===== src/rtl/sa_feeder.sv =====
// Skew-generating operand feeder for an N x N output-stationary systolic array.
// Buffers N data rows and N weight columns, then streams them diagonally skewed into the array edge.

module sa_feeder_lane #(
    parameter int KMAX = 16,
    parameter int AW   = 4,
    parameter int CW   = 6,
    parameter int LANE = 0
) (
    input  logic          clk,
    input  logic          rst,
    input  logic          d_we,
    input  logic          w_we,
    input  logic [AW-1:0] wr_addr,
    input  logic [7:0]    wr_data,
    input  logic          feed_en,
    input  logic [CW-1:0] feed_t,
    input  logic [AW:0]   k_len,
    output logic [7:0]    din_q,
    output logic [7:0]    win_q
);
    localparam logic [CW-1:0] LANE_C = CW'(LANE);

    logic [7:0]    dmem_q [KMAX];
    logic [7:0]    wmem_q [KMAX];
    logic [CW-1:0] idx;
    logic          hit;
    logic [7:0]    din_d;
    logic [7:0]    win_d;

    // Operand storage deliberately has no reset so buffered operands survive rst.
    always_ff @(posedge clk) begin
        if (d_we) dmem_q[wr_addr] <= wr_data;
        if (w_we) wmem_q[wr_addr] <= wr_data;
    end

    // Lane i lags the feed counter by i cycles; outside [0, K) the lane idles at zero.
    always_comb begin
        idx   = feed_t - LANE_C;
        hit   = feed_en && (feed_t >= LANE_C) && (idx < CW'(k_len));
        din_d = '0;
        win_d = '0;
        if (hit) begin
            din_d = dmem_q[idx[AW-1:0]];
            win_d = wmem_q[idx[AW-1:0]];
        end
    end

    always_ff @(posedge clk) begin
        if (rst) begin
            din_q <= '0;
            win_q <= '0;
        end else begin
            din_q <= din_d;
            win_q <= win_d;
        end
    end
endmodule

module sa_feeder #(
    parameter int N    = 4,
    parameter int KMAX = 16,
    parameter int AW   = $clog2(KMAX),
    parameter int LW   = $clog2(N)
) (
    input  logic           clk,
    input  logic           rst,
    input  logic           wr_en,
    input  logic           wr_sel,
    input  logic [LW-1:0]  wr_lane,
    input  logic [AW-1:0]  wr_addr,
    input  logic [7:0]     wr_data,
    input  logic [AW:0]    k_len,
    input  logic           start,
    output logic [8*N-1:0] din_bus,
    output logic [8*N-1:0] win_bus,
    output logic           arr_clear,
    output logic           busy,
    output logic           done,
    output logic           err
);
    localparam int CW = $clog2(KMAX + N) + 1;

    typedef enum logic [2:0] {S_IDLE, S_CLEAR, S_FEED, S_DRAIN, S_DONE} state_t;

    state_t        state_q, state_d;
    logic [CW-1:0] cnt_q, cnt_d;
    logic [AW:0]   k_q, k_d;
    logic          k_ok;
    logic          wr_ok;

    logic          arr_clear_q, arr_clear_d;
    logic          busy_q, busy_d;
    logic          done_q, done_d;
    logic          err_q, err_d;
    logic          feed_en;

    logic [N-1:0][7:0] din_lane;
    logic [N-1:0][7:0] win_lane;

    assign k_ok  = (k_len != '0) && (k_len <= (AW+1)'(KMAX));
    assign wr_ok = wr_en && (state_q == S_IDLE);

    always_ff @(posedge clk) begin
        if (rst) begin
            state_q <= S_IDLE;
            cnt_q   <= '0;
            k_q     <= '0;
        end else begin
            state_q <= state_d;
            cnt_q   <= cnt_d;
            k_q     <= k_d;
        end
    end

    always_comb begin
        state_d = state_q;
        cnt_d   = cnt_q;
        k_d     = k_q;
        case (state_q)
            S_IDLE: begin
                if (start && k_ok) begin
                    k_d     = k_len;
                    state_d = S_CLEAR;
                end
            end
            S_CLEAR: begin
                state_d = S_FEED;
                cnt_d   = '0;
            end
            S_FEED: begin
                // K+N-1 feed slots: the last lane's final element leaves at t = K+N-2.
                if (cnt_q == CW'(k_q) + CW'(N - 2)) begin
                    state_d = S_DRAIN;
                    cnt_d   = '0;
                end else begin
                    cnt_d = cnt_q + 1'b1;
                end
            end
            S_DRAIN: begin
                if (cnt_q == CW'(N - 1)) state_d = S_DONE;
                else                     cnt_d   = cnt_q + 1'b1;
            end
            S_DONE:  state_d = S_IDLE;
            default: state_d = S_IDLE;
        endcase
    end

    // Outputs are decoded from the next state so every output is a plain register.
    always_comb begin
        arr_clear_d = (state_d == S_CLEAR);
        busy_d      = (state_d != S_IDLE);
        done_d      = (state_d == S_DONE);
        err_d       = (state_q == S_IDLE) && start && !k_ok;
        feed_en     = (state_d == S_FEED);
    end

    always_ff @(posedge clk) begin
        if (rst) begin
            arr_clear_q <= 1'b0;
            busy_q      <= 1'b0;
            done_q      <= 1'b0;
            err_q       <= 1'b0;
        end else begin
            arr_clear_q <= arr_clear_d;
            busy_q      <= busy_d;
            done_q      <= done_d;
            err_q       <= err_d;
        end
    end

    for (genvar g = 0; g < N; g++) begin : g_lane
        sa_feeder_lane #(
            .KMAX (KMAX),
            .AW   (AW),
            .CW   (CW),
            .LANE (g)
        ) u_lane (
            .clk     (clk),
            .rst     (rst),
            .d_we    (wr_ok && !wr_sel && (wr_lane == LW'(g))),
            .w_we    (wr_ok &&  wr_sel && (wr_lane == LW'(g))),
            .wr_addr (wr_addr),
            .wr_data (wr_data),
            .feed_en (feed_en),
            .feed_t  (cnt_d),
            .k_len   (k_q),
            .din_q   (din_lane[g]),
            .win_q   (win_lane[g])
        );
    end

    assign din_bus   = din_lane;
    assign win_bus   = win_lane;
    assign arr_clear = arr_clear_q;
    assign busy      = busy_q;
    assign done      = done_q;
    assign err       = err_q;
endmodule


===== config.mk =====
export PLATFORM = sky130hd
export DESIGN_NAME = sa_feeder
export DESIGN_NICKNAME = d
export VERILOG_FILES = /design/src/rtl/sa_feeder.sv
export SDC_FILE = /design/constraint.sdc
export NUM_CORES = 1
export LEC_CHECK = 0
export CAP_MARGIN = 30
export CELL_PAD_IN_SITES_DETAIL_PLACEMENT = 1
export CELL_PAD_IN_SITES_GLOBAL_PLACEMENT = 1
export CORE_MARGIN = 4
export CORE_UTILIZATION = 50
export CTS_BUF_LIST = sky130_fd_sc_hd__clkbuf_2
export CTS_CLUSTER_SIZE = 14
export DETAILED_ROUTE_END_ITERATION = 10
export PLACE_DENSITY_LB_ADDON = 0.08
export SETUP_SLACK_MARGIN = 0.5
export SYNTH_ARGS = -nofsm -noshare
export SYNTH_HDL_FRONTEND = slang
export SYNTH_SLANG_ARGS = --single-unit

===== constraint.sdc =====
create_clock -name clk -period 9.1 [get_ports clk]
set_clock_uncertainty 0.05 [all_clocks]
set_input_delay 1.82 -clock clk [delete_from_list [all_inputs] [get_ports clk]]
set_output_delay 1.82 -clock clk [all_outputs]
set_load 0.01 [all_outputs]

# [Word level (Yosys, flattened, before mapping)]
# Memories as Yosys holds them, arrays and structs flattened. A register that Yosys moved wholly into a read port is not among the register bits.
# Cells that the tools add are included.
# W data, S select, Z words.
[classes] n_shift=0 eq_ne=11 mux=23 n_bitwise=4 multipliers=0 n_addsub=5 reduce_logical=34 n_lt_le_gt_ge=9 n_div=0
[op_table] operator="$lt A6 B5 Y1" count=4
[op_table] operator="$logic_and A1 B1 Y1" count=23
[op_table] operator="$pmux W6 S3" count=1
[op_table] operator="$mux W1" count=16
[op_table] operator="$ge A6 B1 Y1 const B" count=2
[op_table] operator="$ge A6 B2 Y1 const B" count=2
[op_table] operator="$mux W6" count=2
[op_table] operator="$pmux W3 S4" count=1
[op_table] operator="$sub A6 B2 Y6 const B" count=2
[op_table] operator="$eq A3 B2 Y1 const B" count=3
[op_table] operator="$mux W3" count=3
[op_table] operator="$reduce_or A2 Y1" count=4
[op_table] operator="$add A5 B2 Y6 const B" count=1
[op_table] operator="$add A6 B1 Y6 const B" count=1
[op_table] operator="$eq A3 B1 Y1 const B" count=2
[op_table] operator="$eq A6 B2 Y1 const B" count=1
[op_table] operator="$eq A6 B6 Y1" count=1
[op_table] operator="$sub A6 B1 Y6 const B" count=1
[op_table] operator="$le A5 B5 Y1 const B" count=1
[op_table] operator="$reduce_bool A5 Y1" count=1
[op_table] operator="$eq A2 B2 Y1 const B" count=2
[op_table] operator="$not A1 Y1" count=4
[op_table] operator="$eq A3 B3 Y1 const B" count=1
[op_table] operator="$logic_not A3 Y1" count=1
[op_table] operator="other kinds (5)" count=6
[totals] register_bits=18 latch_bits=0 memories=8 ramBits=1024 inputBits=24 output_inout_bits=68 rom_bits=0 wordCells=101
[memory_table] memory="g_lane[0].u_lane.dmem_q" depth=16 width=8 read_ports=1 rd_clocked_by_memory_dff=1 write_ports=1 line_no="24" text="logic [7:0] dmem_q [KMAX];"
[memory_table] memory="g_lane[0].u_lane.wmem_q" depth=16 width=8 read_ports=1 rd_clocked_by_memory_dff=1 write_ports=1 line_no="25" text="logic [7:0] wmem_q [KMAX];"
[memory_table] memory="g_lane[1].u_lane.dmem_q" depth=16 width=8 read_ports=1 rd_clocked_by_memory_dff=1 write_ports=1 line_no="24"
[memory_table] memory="g_lane[1].u_lane.wmem_q" depth=16 width=8 read_ports=1 rd_clocked_by_memory_dff=1 write_ports=1 line_no="25"
[memory_table] memory="g_lane[2].u_lane.dmem_q" depth=16 width=8 read_ports=1 rd_clocked_by_memory_dff=1 write_ports=1 line_no="24"
[memory_table] memory="g_lane[2].u_lane.wmem_q" depth=16 width=8 read_ports=1 rd_clocked_by_memory_dff=1 write_ports=1 line_no="25"
[memory_table] memory="2 more memories"

# [Logic depth before layout (Yosys ltp)]
# Gate-level depths: netlist (run 1).
[logic_depth] ltp_word=10 ltp_mapped=21

# [Modules after synthesis]
# A second synthesis (run 1) with hierarchy kept.
[unflattened] cells_unflattened=2231 hier_area_um2=43175.2
[modules_own_cells] module="sa_feeder_lane at g_lane[1].u_lane" cells_each=520 area_each_um2=10666.5 instances=1
[modules_own_cells] module="sa_feeder_lane at g_lane[2].u_lane" cells_each=588 area_each_um2=10650.2 instances=1
[modules_own_cells] module="sa_feeder_lane at g_lane[3].u_lane" cells_each=522 area_each_um2=10558.9 instances=1
[modules_own_cells] module="sa_feeder_lane at g_lane[0].u_lane" cells_each=473 area_each_um2=10273.6 instances=1
[modules_own_cells] module="sa_feeder" cells_each=128 area_each_um2=1026.0 instances=1

# [Least setup slack after synthesis (run 1)]
# No wires, ideal clock.
[synth_timing] path_kind="reg2reg" from="reg k_q[1]" to="reg g_lane[3].u_lane.din_q[0] (read register of g_lane[3].u_lane.dmem_q)" stages_incl_launch_ff=20 synth_period_minus_slack_ps=5131 setup_time_ps=75 arrival_time_ps=5007 slack_ps=3969 path_buffers=5 path_cell_list="dfxtp_1 ha_1 or3b_1 a211o_1 a211o_1 a31o_2 clkbuf_1 clkbuf_1 clkbuf_1 ha_1 xnor2_1 buf_2 ha_1 a21oi_1 nor2b_1 o21ai_0 or4b_1 a211o_1 buf_2 o22ai_1"
[synth_between] elab_chain_len=9 elab_cells_between_ends=14
[synth_rtl] element="start: declaration" line_no="88" text="logic [AW:0] k_q, k_d;"
[synth_rtl] element="start signal: assignment" line_no="112" text="k_q <= k_d;"
[synth_rtl] element="$add A5 B2 Y6 *" line_no="133" text="if (cnt_q == CW'(k_q) + CW'(N - 2)) begin"
[synth_rtl] element="$eq A6 B6 Y1 *" line_no="133"
[synth_rtl] element="$mux W6 *" line_no="133"
[synth_rtl] element="$pmux W6 S3 *" line_no="120" text="case (state_q)"
[synth_rtl] element="via cnt_d[1]" line_no="87" text="logic [CW-1:0] cnt_q, cnt_d;"
[synth_rtl] element="$sub A6 B2 Y6 / $ge A6 B2 Y1 (equally long branches)" line_no="39, 40"
[synth_rtl] element="$lt A6 B5 Y1 / $logic_and A1 B1 Y1 (equally long branches)" line_no="40" text="hit = feed_en && (feed_t >= LANE_C) && (idx < CW'(k_len));"
[synth_rtl] element="$logic_and A1 B1 Y1" line_no="40"
[synth_rtl] element="$not A1 Y1 (no source line)"
[synth_rtl] element="$reduce_or A2 Y1 (no source line)"
[synth_rtl] element="end: declaration" line_no="19" text="output logic [7:0] din_q,"
# Mark *: on every way through the listed nets, which the timed path passes. The rest lies on a longest branch.
# A chain may end at the register's enable or synchronous reset.

# [Final worst setup path (run 1)]
[layout_timing] from="reg cnt_q[0]" to="reg g_lane[3].u_lane.din_q[7] (read register of g_lane[3].u_lane.dmem_q)"
[layout_between] elab_chain_len=8 elab_cells_between_ends=17
[layout_rtl] element="start: declaration" line_no="87"
[layout_rtl] element="start signal: assignment" line_no="111" text="cnt_q <= cnt_d;"
[layout_rtl] element="$add A6 B1 Y6, or another cell as far along" line_no="137, 142"
[layout_rtl] element="$mux W6, or another cell as far along" line_no="141" text="if (cnt_q == CW'(N - 1)) state_d = S_DONE;"
[layout_rtl] element="$pmux W6 S3 / $pmux W3 S4 (equally long branches)" line_no="120"
[layout_rtl] element="$sub A6 B2 Y6, or another cell as far along" line_no="39" text="idx = feed_t - LANE_C;"
[layout_rtl] element="$lt A6 B5 Y1 / $logic_and A1 B1 Y1 (equally long branches)" line_no="40"
[layout_rtl] element="$logic_and A1 B1 Y1" line_no="40"
[layout_rtl] element="$not A1 Y1 (no source line)"
[layout_rtl] element="$reduce_or A2 Y1 (no source line)"
# Several ways; a longest one is shown, not always the timed one.

==> results.json, run 1 <==
{
  "clockBufferDepth": 4,
  "cp_max_fo": 139,
  "pin_count": 92,
  "synth_area_leaders": "edfxtp_1 72%, mux4_2 9.3%, dfxtp_1 3.8%",
  "r2r-end": "g_lane[3].u_lane.din_q[7]",
  "peakVddDrop_uv": 162,
  "muxShareOfSynthArea_pct": 10.1,
  "cts_resized": 0,
  "synth_cells": 2541,
  "hold_viol": 0,
  "grt_max_degree": 140,
  "wl_per_cell_um": 26.8,
  "crit_chain": "ha_1 > nor4b_2 > a2111oi_0 > a211oi_1 > o21ai_4 > inv_8 > buf_12 > buf_4 > mux4_2 > mux4_2 > and2_1",
  "drv_slew": 0,
  "drive_gt1_share_pct": 24.2,
  "rsz0062_at_grt": "false",
  "die_w_um": 301,
  "synth-main-ff-cell": "edfxtp_1",
  "timing.slew.headroom_pct": 4.77,
  "outcome": "finished, final reports clean",
  "r2r_start": "cnt_q[0]",
  "syn-mean-instance-area_um2": 16.9,
  "finalNonFillerCells": 4207,
  "dp_hpwl_um": 66000,
  "whs_path_depth": 2,
  "io_buffers": 91,
  "synthSimpleGateAreaFrac_pct": 8.68,
  "hold_start": "k_q[2]",
  "fin_util_pct": 56.2,
  "hold_class": "reg2reg",
  "cp-start-kind": "flip-flop",
  "min_period_ps": 5890,
  "chipHeight_um": 301,
  "grt-ovfl-total": 0,
  "post_cts_buffers": 0,
  "numCtsBuffers": 295,
  "synth_top_area_share_pct": 71.6,
  "core_area_mm2": 0.0851,
  "layout_commonest_cell": "edfxtp_1",
  "final_cell_mix": "1024 x edfxtp_1, 450 x clkbuf_2, 381 x nand2_1",
  "yosysTopAreaCell": "edfxtp_1",
  "dieArea_mm2": 0.0907,
  "vias": 24383,
  "critPathSlowestCell": "buf_4",
  "finalCritPeriodShare_pct": 64.7,
  "timing.fmax_mhz": 170,
  "wirelength_um": 113000,
  "grt_first_pass_wirelength_um": 167000,
  "synth-edff-count": 1024,
  "p_leak_nw": 16.1,
  "ctsHoldBuffers": 0,
  "worstSetupPathType": "reg2reg",
  "powerDensity_mw_per_mm2": 203,
  "clockRootBuffer": "clkbuf_2",
  "gp_congestion": 0.851,
  "yosysWarnings": 0,
  "numClockSinks": 1106,
  "rrSetupSlack_ps": 3210,
  "grt_antenna_before_repair": 6,
  "dp.cells": 3686,
  "h-tree-depth": 5,
  "path_common_cell": "mux4_2",
  "grtUsageTotal_pct": 25.2,
  "clk_pin_slew_worst_paths_ps": 100,
  "initial_core_util_pct": 50.5,
  "drtPass1Iterations": 7,
  "finalSetupTns_ps": 0,
  "drv_cap": 0,
  "critPathRequiredTime_ps": 10400,
  "setup_viol": 0,
  "synth_area_mm2": 0.0430,
  "worstMarginPinSlew_ps": 1430,
  "critPathMaxStageDelay_ps": 650,
  "layout.nets": 2894,
  "cp_data_arrival_time_ps": 7180,
  "drt_iter0_drc": 1906,
  "remaining_drc_errors": 0,
  "synth_cell_types": 60,
  "min_to": "k_q[2]",
  "ys_seq_elements": 1106,
  "synth-compound-area-share_pct": 2.83,
  "synthXorXnorAreaFrac_pct": 0.524,
  "postRouteAntennaNets": 0,
  "r2r_cells": 11,
  "synth_top_family_by_area": "multiplexers",
  "end_kind": "flip-flop",
  "viasPerCell": 5.80,
  "row_count": 107,
  "area_growth_pct": 11.3,
  "cts_tree": "built",
  "insertion_delay_ps": 1490,
  "syn_nets": 2590,
  "ys_seq_area_share_pct": 75.4,
  "synthAdderAreaFrac_pct": 0.728,
  "synthArstFlopShare_pct": 0,
  "first_global_vias": 26157
}
## cell type report
type,count,area [um2]
clock buffers,450,2250
multi-input cells,1275,9860
inverters,19,88.8
repair buffers,148,1510
well taps,1144,1430
fillers,8070,37300
flip-flops and latches,1106,32400
diodes,1,2.50
clock inverters,64,299
## cell usage after synthesis (5+ instances only)
| master | n |
|---|---|
| buf_1 | 9 |
| nor3_1 | 7 |
| o22ai_1 | 15 |
| xor2_1 | 5 |
| a41oi_1 | 16 |
| a22oi_1 | 32 |
| o21ai_0 | 7 |
| ha_1 | 25 |
| nand2_1 | 381 |
| mux2i_1 | 35 |
| nor2_1 | 155 |
| a211o_1 | 5 |
| buf_6 | 8 |
| clkbuf_1 | 84 |
| dfxtp_1 | 82 |
| nand4_1 | 6 |
| nor3b_1 | 7 |
| nand3_1 | 244 |
| and2_1 | 5 |
| mux4_2 | 177 |
| inv_1 | 14 |
| a21oi_1 | 55 |
| xnor2_1 | 12 |
| edfxtp_1 | 1024 |
| buf_2 | 25 |
| nor3b_2 | 10 |
| nor2b_1 | 10 |
| buf_4 | 15 |
| o2111ai_1 | 18 |
## state kept, by name (all words and copies together), names as in the netlist
| name | count |
|---|---|
| arr_clear | 1 |
| state_q | 3 |
| err | 1 |
| g_lane.u_lane.dmem_q | 512 |
| cnt_q | 6 |
| k_q | 5 |
| busy | 1 |
| g_lane.u_lane.win_q | 32 |
| done | 1 |
| g_lane.u_lane.wmem_q | 512 |
| g_lane.u_lane.din_q | 32 |
## metrics by stage
step                hold WS [ps]  area, um2  setup WS, ps  total power [mW]
finish                       528      47800          3210              9.70
global route                 590      47800          2800              10.2
CTS                          524      47700          3310              9.81
detailed placement           520      45200          3300              6.45
global placement             487      44900          3400              6.44
floorplan                    464      43000          3970              6.18
## critical path, delay by kind of cell (launching register included)
kind                       cells  cell delay (ps)
and+or+nand+nor                2              500
muxes                          2             1030
DFF                            1              500
buffers and inverters          3             1780
adders and majority gates      1              260
AOI/OAI and AO/OA              3             1110
## power breakdown
| group | internal [mW] | switching [mW] |
|---|---|---|
| logic | 0.311 | 0.457 |
| clock network | 1.36 | 2.01 |
| registers | 5.56 | 0.00917 |
## how the worst max path moves through the flow
stage | slack (ps) | cells after the start | startpoint | to
detailed placement | 3300 | 11 | cnt_q[0] | g_lane[3].u_lane.din_q[7]
global placement | 3400 | 15 | k_q[1] | g_lane[1].u_lane.din_q[1]
finish | 3210 | 11 | cnt_q[0] | g_lane[3].u_lane.din_q[7]
floorplan | 3970 | 19 | k_q[1] | g_lane[3].u_lane.din_q[0]
global route | 2800 | 11 | cnt_q[0] | g_lane[3].u_lane.din_q[7]
CTS | 3310 | 11 | cnt_q[0] | g_lane[3].u_lane.din_q[7]
## per-layer routing
metal  GRT usage, %  vias to the layer above  share of wire, %
li1               -                    10625                 -
met1           33.9                    12710                42
met2           39.8                      861                48
met3           7.10                      185               7.0
met4           9.04                        2               2.9
met5              0                        -             0.012
## cell families (layout without fill, tap and decap cells)
| logic type | after synthesis | after routing |
|---|---|---|
| other | 0 | 1 |
| adders and majority gates | 25 | 25 |
| DFF | 1106 | 1106 |
| AOI/OAI and AO/OA | 173 | 173 |
| muxes | 212 | 212 |
| buffers and inverters | 160 | 681 |
| and+or+nand+nor | 844 | 844 |
| xor gates and xnor gates | 21 | 21 |
No activity file was read; power rests on OpenSTA's default activity.
==> inputs of run 2 (changes only) <==
==> constraint.sdc (replaced) <==
create_clock -name clk -period 5.13 [get_ports clk]
set_clock_uncertainty 0.05 [all_clocks]
set_input_delay 1.026 -clock clk [delete_from_list [all_inputs] [get_ports clk]]
set_output_delay 1.026 -clock clk [all_outputs]
set_load 0.01 [all_outputs]
==> results.json, run 2 (same netlist as run 1, synthesis figures left out) <==
{
  "viasPerCell": 5.75,
  "h-tree-depth": 5,
  "vias": 24601,
  "end_kind": "flip-flop",
  "finalNonFillerCells": 4281,
  "insertion_delay_ps": 1480,
  "gp_congestion": 0.832,
  "hold_viol": 0,
  "drtPass1Iterations": 5,
  "drv_cap": 0,
  "grt_first_pass_wirelength_um": 170000,
  "core_area_mm2": 0.0851,
  "grtUsageTotal_pct": 25.6,
  "p_leak_nw": 16.6,
  "critPathSlowestCell": "or4b_4",
  "rsz0062_at_grt": "false",
  "critPathRequiredTime_ps": 6430,
  "drive_gt1_share_pct": 26.0,
  "rrSetupSlack_ps": 690,
  "powerDensity_mw_per_mm2": 357,
  "pin_count": 92,
  "drt_iter0_drc": 2072,
  "timing.slew.headroom_pct": 30.4,
  "finalCritPeriodShare_pct": 86.6,
  "die_w_um": 301,
  "grt_antenna_before_repair": 5,
  "layout_commonest_cell": "edfxtp_1",
  "reg_top3": "g_lane.u_lane.dmem_q x512, g_lane.u_lane.wmem_q x512",
  "finalSetupTns_ps": 0,
  "row_count": 107,
  "wirelength_um": 114000,
  "hold_class": "in2reg",
  "critical_path.top_delay_family": "compound AO/OA/AOI/OAI gates",
  "wl_per_cell_um": 26.6,
  "path_buf_inv": 3,
  "dp_hpwl_um": 67600,
  "chipHeight_um": 301,
  "clk_pin_slew_worst_paths_ps": 90,
  "fin_util_pct": 57.0,
  "outcome": "finished, final reports clean",
  "dp.cells": 3741,
  "first_global_vias": 26520,
  "clockBufferDepth": 4,
  "grt-ovfl-total": 0,
  "drv_slew": 0,
  "grt_max_degree": 95,
  "worstSetupPathType": "reg2reg",
  "cp_max_fo": 15,
  "layout.nets": 2968,
  "cts_tree": "built",
  "critPathMaxStageDelay_ps": 510,
  "dieArea_mm2": 0.0907,
  "worstMarginPinSlew_ps": 1040,
  "setup_viol": 0,
  "initial_core_util_pct": 50.5,
  "numClockSinks": 1106,
  "peakVddDrop_uv": 214,
  "holdWs_ps": 225,
  "io_buffers": 91,
  "crit_chain": "ha_2 > or3b_1 > a211o_1 > a211oi_4 > o21ai_1 > and2_4 > clkinv_4 > ha_1 > a22oi_2 > xnor2_2 > inv_2 > ha_1 > nor2b_1 > o21ai_0 > or4b_4 > a211o_1 > buf_6 > o22ai_1",
  "min_period_ps": 4440,
  "cp_data_arrival_time_ps": 5740,
  "place_worst_setup_slack_ps": 326,
  "final_cell_mix": "1024 x edfxtp_1, 455 x clkbuf_2, 381 x nand2_1",
  "remaining_drc_errors": 0,
  "numCtsBuffers": 298,
  "postPlaceCellArea_mm2": 0.0456,
  "finalPower_mw": 17.3,
  "timing.fmax_mhz": 225,
  "clockRootBuffer": "clkbuf_2",
  "area_growth_pct": 13.0,
  "postRouteAntennaNets": 0,
  "fin_ws_ps": 690,
  "cp-start-kind": "flip-flop",
  "final_area_mm2": 0.0486
}
run 2: changes by cell type in the layout (fill, tap and decap cells not counted), sizes merged:
cell and change:
buf +61, dlygate4sd3 +9, clkinv -7, clkbuf +6, diode +6, inv -2, bufinv +1
run 2: worst register-to-register path: cells and delay by family, from the launching register on:
family          cells  cell delay, ps
buf+inv             3             320
simple gates        4            1220
fa+ha+maj           3             690
flops               1             390
compound gates      7            1500
xor+xnor            1             240
run 2: cell type report:
type,count,area [um2]
Inverter,19,91.3
Sequential cell,1106,32400
Clock inverter,56,295
Fill cell,8044,36600
Antenna cell,7,17.5
Tap cell,1144,1430
Timing Repair Buffer,219,2170
Multi-Input combinational cell,1275,9880
Clock buffer,455,2280
run 2: final timing paths:
path	from	endpoint	depth (start not counted)
hold reg to reg	k_q[1]	k_q[1]	2
hold / removal	k_len[0]	k_q[0]	3
setup / recovery	k_q[1]	g_lane[3].u_lane.din_q[6]	18
setup reg to reg	k_q[1]	g_lane[3].u_lane.din_q[6]	18
run 2: power by group:
group	leakage (nW)	internal (mW)	total (mW)	switching (mW)
clock network	2.04	2.48	6.00	3.53
registers	9.87	9.85	9.87	0.0140
logic	4.65	0.610	1.47	0.864
run 2: timing repair:
item | in CTS | in global routing
endpoints found under the hold margin | 126 | 89
resized for setup | 4 | 11
setup endpoints to repair | 21 | 35
gates cloned | 0 | 1
hold buffers | 5 | 4
buffers inserted | 1 | 6
pin swaps | 1 | 3
run 2: metal layers:
metal	share of wire [%]	vias to the layer above	track usage, %
li1	-	10797	-
met1	43	12799	35.7
met2	48	873	40.3
met3	7.1	132	6.67
met4	1.7	0	7.06
met5	0	-	0
